==> src/rtl/dmem_wait_ctrl.sv <==
// ---------------------------------------------------------------------------
// dmem_wait_ctrl
// Wait-state data-memory controller between a single-cycle datapath and a
// word-addressed data RAM. Each load/store holds Ready low for LATENCY+1
// cycles and then raises it for one DONE cycle. Load data appears on memout
// in that DONE cycle and is held until the next load.
//
// Optional feature (compile-time macro DMEM_ALIGN_CHK_EN):
//   Adds the misalign output. An access whose byte address is not word
//   aligned keeps the normal timing but neither writes RAM nor updates
//   memout, and misalign pulses high in its DONE cycle.
// ---------------------------------------------------------------------------
module dmem_wait_ctrl #(
  parameter int DEPTH   = 64,
  parameter int AW      = 6,
  parameter int LATENCY = 2
) (
  input  logic        clk,
  input  logic        reset,      // asynchronous, active low
  input  logic        MemRead,
  input  logic        MemWrite,
  input  logic [31:0] Address,
  input  logic [31:0] WriteData,
  output logic [31:0] memout,
`ifdef DMEM_ALIGN_CHK_EN
  output logic        Ready,
  output logic        misalign
`else
  output logic        Ready
`endif
);

  localparam int CW = (LATENCY < 2) ? 1 : $clog2(LATENCY + 1);

  typedef enum logic [1:0] {
    ST_IDLE = 2'd0,
    ST_BUSY = 2'd1,
    ST_DONE = 2'd2
  } state_e;

  state_e          r_state;
  state_e          w_state_nxt;

  logic [CW-1:0]   r_cnt;
  logic [AW-1:0]   r_idx;
  logic [31:0]     r_data;
  logic            r_op_wr;
  logic            r_bad_align;
  logic [31:0]     r_memout;
  logic [31:0]     r_mem [DEPTH];

  logic            w_req;
  logic            w_start;
  logic            w_last;
  logic            w_do_write;
  logic            w_do_read;
  logic            w_addr_bad;

  assign w_req   = MemRead | MemWrite;
  assign w_start = (r_state == ST_IDLE) && w_req;
  assign w_last  = (r_state == ST_BUSY) && (r_cnt == CW'(1));

`ifdef DMEM_ALIGN_CHK_EN
  assign w_addr_bad = (Address[1:0] != 2'b00);
  logic [31-AW-2:0] w_unused_addr;
  assign w_unused_addr = Address[31:AW+2];
`else
  // Byte offset is meaningless without the alignment check.
  assign w_addr_bad = 1'b0;
  logic [31-AW:0] w_unused_addr;
  assign w_unused_addr = {Address[31:AW+2], Address[1:0]};
`endif

  // Commit only on the final BUSY edge; a reset asserted in BUSY aborts it.
  assign w_do_write = w_last && r_op_wr  && !r_bad_align && reset;
  assign w_do_read  = w_last && !r_op_wr && !r_bad_align;

  assign Ready  = ((r_state == ST_IDLE) && !w_req) || (r_state == ST_DONE);
  assign memout = r_memout;

`ifdef DMEM_ALIGN_CHK_EN
  assign misalign = (r_state == ST_DONE) && r_bad_align;
`endif

  // State register.
  always_ff @(posedge clk or negedge reset) begin
    if (!reset) r_state <= ST_IDLE;
    else        r_state <= w_state_nxt;
  end

  // Next-state logic: IDLE -> BUSY on a request, BUSY -> DONE on the last
  // wait cycle, DONE -> IDLE unconditionally.
  always_comb begin
    // NOTE: assigning the default first keeps every path covered, so no latch is inferred.
    w_state_nxt = r_state;
    unique case (r_state)
      ST_IDLE: if (w_req)  w_state_nxt = ST_BUSY;
      ST_BUSY: if (w_last) w_state_nxt = ST_DONE;
      ST_DONE:             w_state_nxt = ST_IDLE;
      default:             w_state_nxt = ST_IDLE;
    endcase
  end

  // Request capture, wait counter and load-data register.
  always_ff @(posedge clk or negedge reset) begin
    if (!reset) begin
      // NOTE: sequential state uses non-blocking assignments so every register samples pre-edge values.
      r_cnt       <= '0;
      r_idx       <= '0;
      r_data      <= '0;
      r_op_wr     <= 1'b0;
      r_bad_align <= 1'b0;
      r_memout    <= '0;
    end else begin
      if (w_start) begin
        r_cnt       <= CW'(LATENCY);
        r_idx       <= Address[AW+1:2];
        r_data      <= WriteData;
        r_op_wr     <= MemWrite;     // simultaneous read+write resolves to write
        r_bad_align <= w_addr_bad;
      end else if (r_state == ST_BUSY) begin
        r_cnt <= r_cnt - CW'(1);
      end
      if (w_do_read) r_memout <= r_mem[r_idx];
    end
  end

  // Data RAM write port.
  // NOTE: the RAM has no reset so it maps onto memory primitives; contents survive reset.
  always_ff @(posedge clk) begin
    if (w_do_write) r_mem[r_idx] <= r_data;
  end

endmodule
==> config.mk <==
export PLATFORM = sky130hd
export DESIGN_NAME = dmem_wait_ctrl
export DESIGN_NICKNAME = d
export VERILOG_FILES = /design/src/rtl/dmem_wait_ctrl.sv
export SDC_FILE = /design/constraint.sdc
export NUM_CORES = 2
export LEC_CHECK = 0
export BUFFER_PORTS_ARGS = -buffer_cell sky130_fd_sc_hd__buf_2
export CAP_MARGIN = 20
export CORE_ASPECT_RATIO = 0.7
export CORE_UTILIZATION = 45
export CTS_BUF_LIST = sky130_fd_sc_hd__clkbuf_8
export CTS_CLUSTER_SIZE = 30
export DETAILED_ROUTE_END_ITERATION = 7
export PLACE_DENSITY_LB_ADDON = 0.1
export SETUP_SLACK_MARGIN = 0.3
export SKIP_CTS_REPAIR_TIMING = 1
export SLEW_MARGIN = 20
export SYNTH_ARGS = -nofsm -noshare
export SYNTH_HDL_FRONTEND = slang
export SYNTH_SLANG_ARGS = --single-unit
==> constraint.sdc <==
create_clock -name clk -period 3.34 [get_ports clk]
set_input_delay 0.668 -clock clk [delete_from_list [all_inputs] [get_ports clk]]
set_output_delay 0.668 -clock clk [all_outputs]
set_load 0.05 [all_outputs]
==> results.json <==
{
  "synth_cell_types": 65,
  "cts_inserted_buffers": 332,
  "seqPwrFrac_pct": 42.0,
  "grt.total_usage_pct": 30.4,
  "setup_tns_ns": 0,
  "syn_area_per_cell_sq_um": 19.0,
  "synth_edf_count": 2048,
  "timing.final.crit_share_pct": 91.2,
  "clk_pin_slew_ns": 0.06,
  "synth_nets": 4365,
  "clk_path_buf_depth": 4,
  "start_util_pct": 45.5,
  "crit_type": "reg2reg",
  "internal_power_mw": 54.7,
  "design_area_sq_mm": 0.0963,
  "hp-class": "in2reg",
  "rr_worst_depth": 9,
  "period_needed_ns": 3.05,
  "antenna_left": 0,
  "tightestPinTransition_ns": 1.26,
  "grt_max_degree": 66,
  "drive_gt1_share_pct": 28.7,
  "fp.dieH_microns": 359,
  "grt_pass1_vias": 45892,
  "critPathCaptureType": "flop",
  "outcome": "completed",
  "portBuffers": 74,
  "ir_drop_v": 0.000917,
  "setup_viol": 0,
  "gp_congestion": 0.859,
  "p_clk_share_pct": 23.2,
  "min_path_cells": 3,
  "clk_root_buffer_cell": "clkbuf_8",
  "max-slew-margin-rel_pct": 15.8,
  "switchingPower_mw": 33.7,
  "synth_seq_cells": 2123,
  "gr-total-overflow": 0,
  "via_per_inst": 6.33,
  "vias": 48239,
  "synthesis.area_sq_mm": 0.0818,
  "areaGrowthSynthToFinish_pct": 17.8,
  "total_leakage_power_nw": 31.7,
  "power.density_mw_per_mm2": 919,
  "worst_clock_skew_ns": 0.0670,
  "cp_max_fo": 31,
  "seq_area_sq_mm": 0.0634,
  "switching_share_pct": 38.1,
  "max_cap_violations": 0,
  "hpwl_microns": 175000,
  "ys_seq_area_share_pct": 77.5,
  "clock_latency_ns": 0.97,
  "drv_slew": 0,
  "startpoint_type": "flop",
  "worstPathRequired_ns": 4.23,
  "placed_cell_area_sq_mm": 0.0897,
  "cp.arrival_ns": 3.93,
  "dieArea_sq_mm": 0.183,
  "fp.dieW_microns": 512,
  "cts_tree": "built",
  "synth_flop_cell": "edfxtp_1",
  "final_nets": 5056,
  "syn_inst": 4296,
  "fillers": 14468,
  "wl_per_cell_microns": 37.0,
  "combinationalPowerShare_pct": 34.8,
  "hold_viol_final": 0,
  "rsz0062_at_grt": "true",
  "synthArstFlopShare_pct": 3.53,
  "top_level_ports": 101,
  "drc": 0,
  "grt_pass1_wl_microns": 384000,
  "drt-pass1-iter-count": 8,
  "htreeDepth": 5,
  "dr.first_iter.drc_count": 7319,
  "coreArea_sq_mm": 0.180,
  "ys.warnings.count": 0,
  "cts.sinks": 2123,
  "drt_wl_total_microns": 282000,
  "grt_antenna_before_repair": 8,
  "max_freq_mhz": 328,
  "multiInputGateArea_sq_mm": 0.0173,
  "core.rowCount": 130
}
==> layer usage <==
layer  track usage [%]  part of all wire (%)
met4              6.26                   1.8
met3              9.49                    13
met1              46.1                    43
met5                 0                     0
met2              42.9                    42
==> through the flow <==
| step | hold slack (ns) | worst slack (ns) | cells | utilization, % | total power, mW |
|---|---|---|---|---|---|
| 2_1_floorplan | 0.372 | -0.0486 | 4296 | - | 50.6 |
| 3_5_place_dp | 0.494 | 0.0421 | 6977 | 49.9 | 67.2 |
| 5_1_grt | 0.000378 | 0.235 | 7614 | 53.5 | 91.0 |
| 4_1_cts | -0.277 | 0.0371 | 7560 | 53.2 | 87.6 |
| 3_3_place_gp | 0.476 | 0.0377 | 6975 | 49.8 | 66.9 |
| 6_report | 0.0325 | 0.294 | 7621 | 53.5 | 88.5 |
==> worst paths after layout <==
check,start,to,slack [ns]
max in group asynchronous,reset,r_idx[2],1.45
hold / removal,Address[4],r_idx[2],0.03
setup reg to reg,r_idx[0],memout[15],0.29
min in group asynchronous,reset,r_data[22],0.43
setup / recovery,r_idx[0],memout[15],0.29
hold reg to reg,r_cnt[0],r_cnt[0],0.50
==> registers in the layout, indices dropped and copies added, names as in the netlist <==
signal	count
r_mem	2048
r_data	32
r_idx	6
r_cnt	2
r_op_wr	1
r_state	2
memout	32
==> cell usage after synthesis (10+ instances only) <==
library cell,instances,share of area (%)
a31oi_1,28,0.21
buf_4,53,0.49
nor3_1,10,0.061
dfrtp_1,75,2.3
mux2i_1,282,3.5
nand2_1,102,0.47
edfxtp_1,2048,75
and3_1,10,0.076
o221ai_1,11,0.12
o32a_1,23,0.28
nand3_1,36,0.22
mux2_1,19,0.26
o211ai_1,18,0.17
a221o_1,28,0.34
nor2_1,167,0.77
buf_6,44,0.61
a22o_1,30,0.32
o21ai_0,102,0.62
o2bb2ai_1,11,0.12
buf_2,99,0.61
a221oi_2,14,0.26
mux2_2,173,2.4
a221oi_1,200,2.1
o22a_1,10,0.11
o22ai_1,80,0.61
clkbuf_1,81,0.37
a21oi_1,98,0.60
buf_1,17,0.078
a211oi_1,12,0.11
mux4_2,152,4.2
a22oi_1,160,1.5
==> critical path, cell delays in order (launching register included) <==
cell     delay, ns
dfrtp_4       0.56
buf_12        0.20
buf_12        0.23
and2_4        0.33
buf_4         0.30
a22oi_1       0.11
o22ai_1       0.51
nand2_1       0.34
nand4_1       0.21
o32a_1        0.15
==> kinds of logic (layout without fill, tap and decap cells) <==
family                   Yosys count  count (layout)  share of synthesized area [%]
flip-flops                      2123            2123                           77.5
AO/OA/AOI/OAI                    873             873                           7.98
multiplexers                     629             629                           10.3
AND/OR/NAND/NOR                  370             372                           1.97
buffers and inverters            300            1238                           2.20
adder cells (fa/ha/maj)            1               1                         0.0153
other                              0               9                              0
==> power by group through the flow <==
| stage | clock network, mW | registers [mW] | logic (mW) |
|---|---|---|---|
| after floorplan | 0 | 37.1 | 13.5 |
| after global placement | 0 | 37.7 | 29.2 |
| after detailed placement | 0 | 37.8 | 29.4 |
| after CTS | 20.8 | 37.2 | 29.5 |
| after global routing | 21.9 | 37.2 | 31.9 |
| final | 20.5 | 37.1 | 30.8 |
==> placed cells by master (no fill, tap or decap), types with 9 or more instances in the layout <==
master,count
a211oi_1,12
a21oi_1,97
a221o_1,28
a221oi_1,200
a221oi_2,14
a22o_1,30
a22oi_1,160
a31oi_1,28
and3_1,10
buf_12,142
buf_2,73
buf_4,399
clkbuf_8,349
clkinv_1,66
clkinv_2,30
clkinvlp_4,11
dfrtp_1,40
dfrtp_2,30
diode_2,9
dlygate4sd3_1,33
edfxtp_1,2048
inv_1,117
mux2_1,19
mux2_2,173
mux2i_1,282
mux4_2,152
nand2_1,101
nand3_1,35
nand4_1,9
nor2_1,99
nor2_4,68
o211ai_1,18
o21ai_0,99
o221ai_1,10
o22a_1,10
o22ai_1,78
o2bb2ai_1,11
o32a_1,23
==> layout make-up <==
cell class	instances	area share (%)
timing repair buffer	651	6.89
antenna	9	0.0234
tap	2376	3.09
sequential	2123	65.9
multi-input combinational	1875	17.9
inverter	4	0.0312
clock buffer	349	4.99
clock inverter	234	1.21
(Power assumes the default switching activity.)
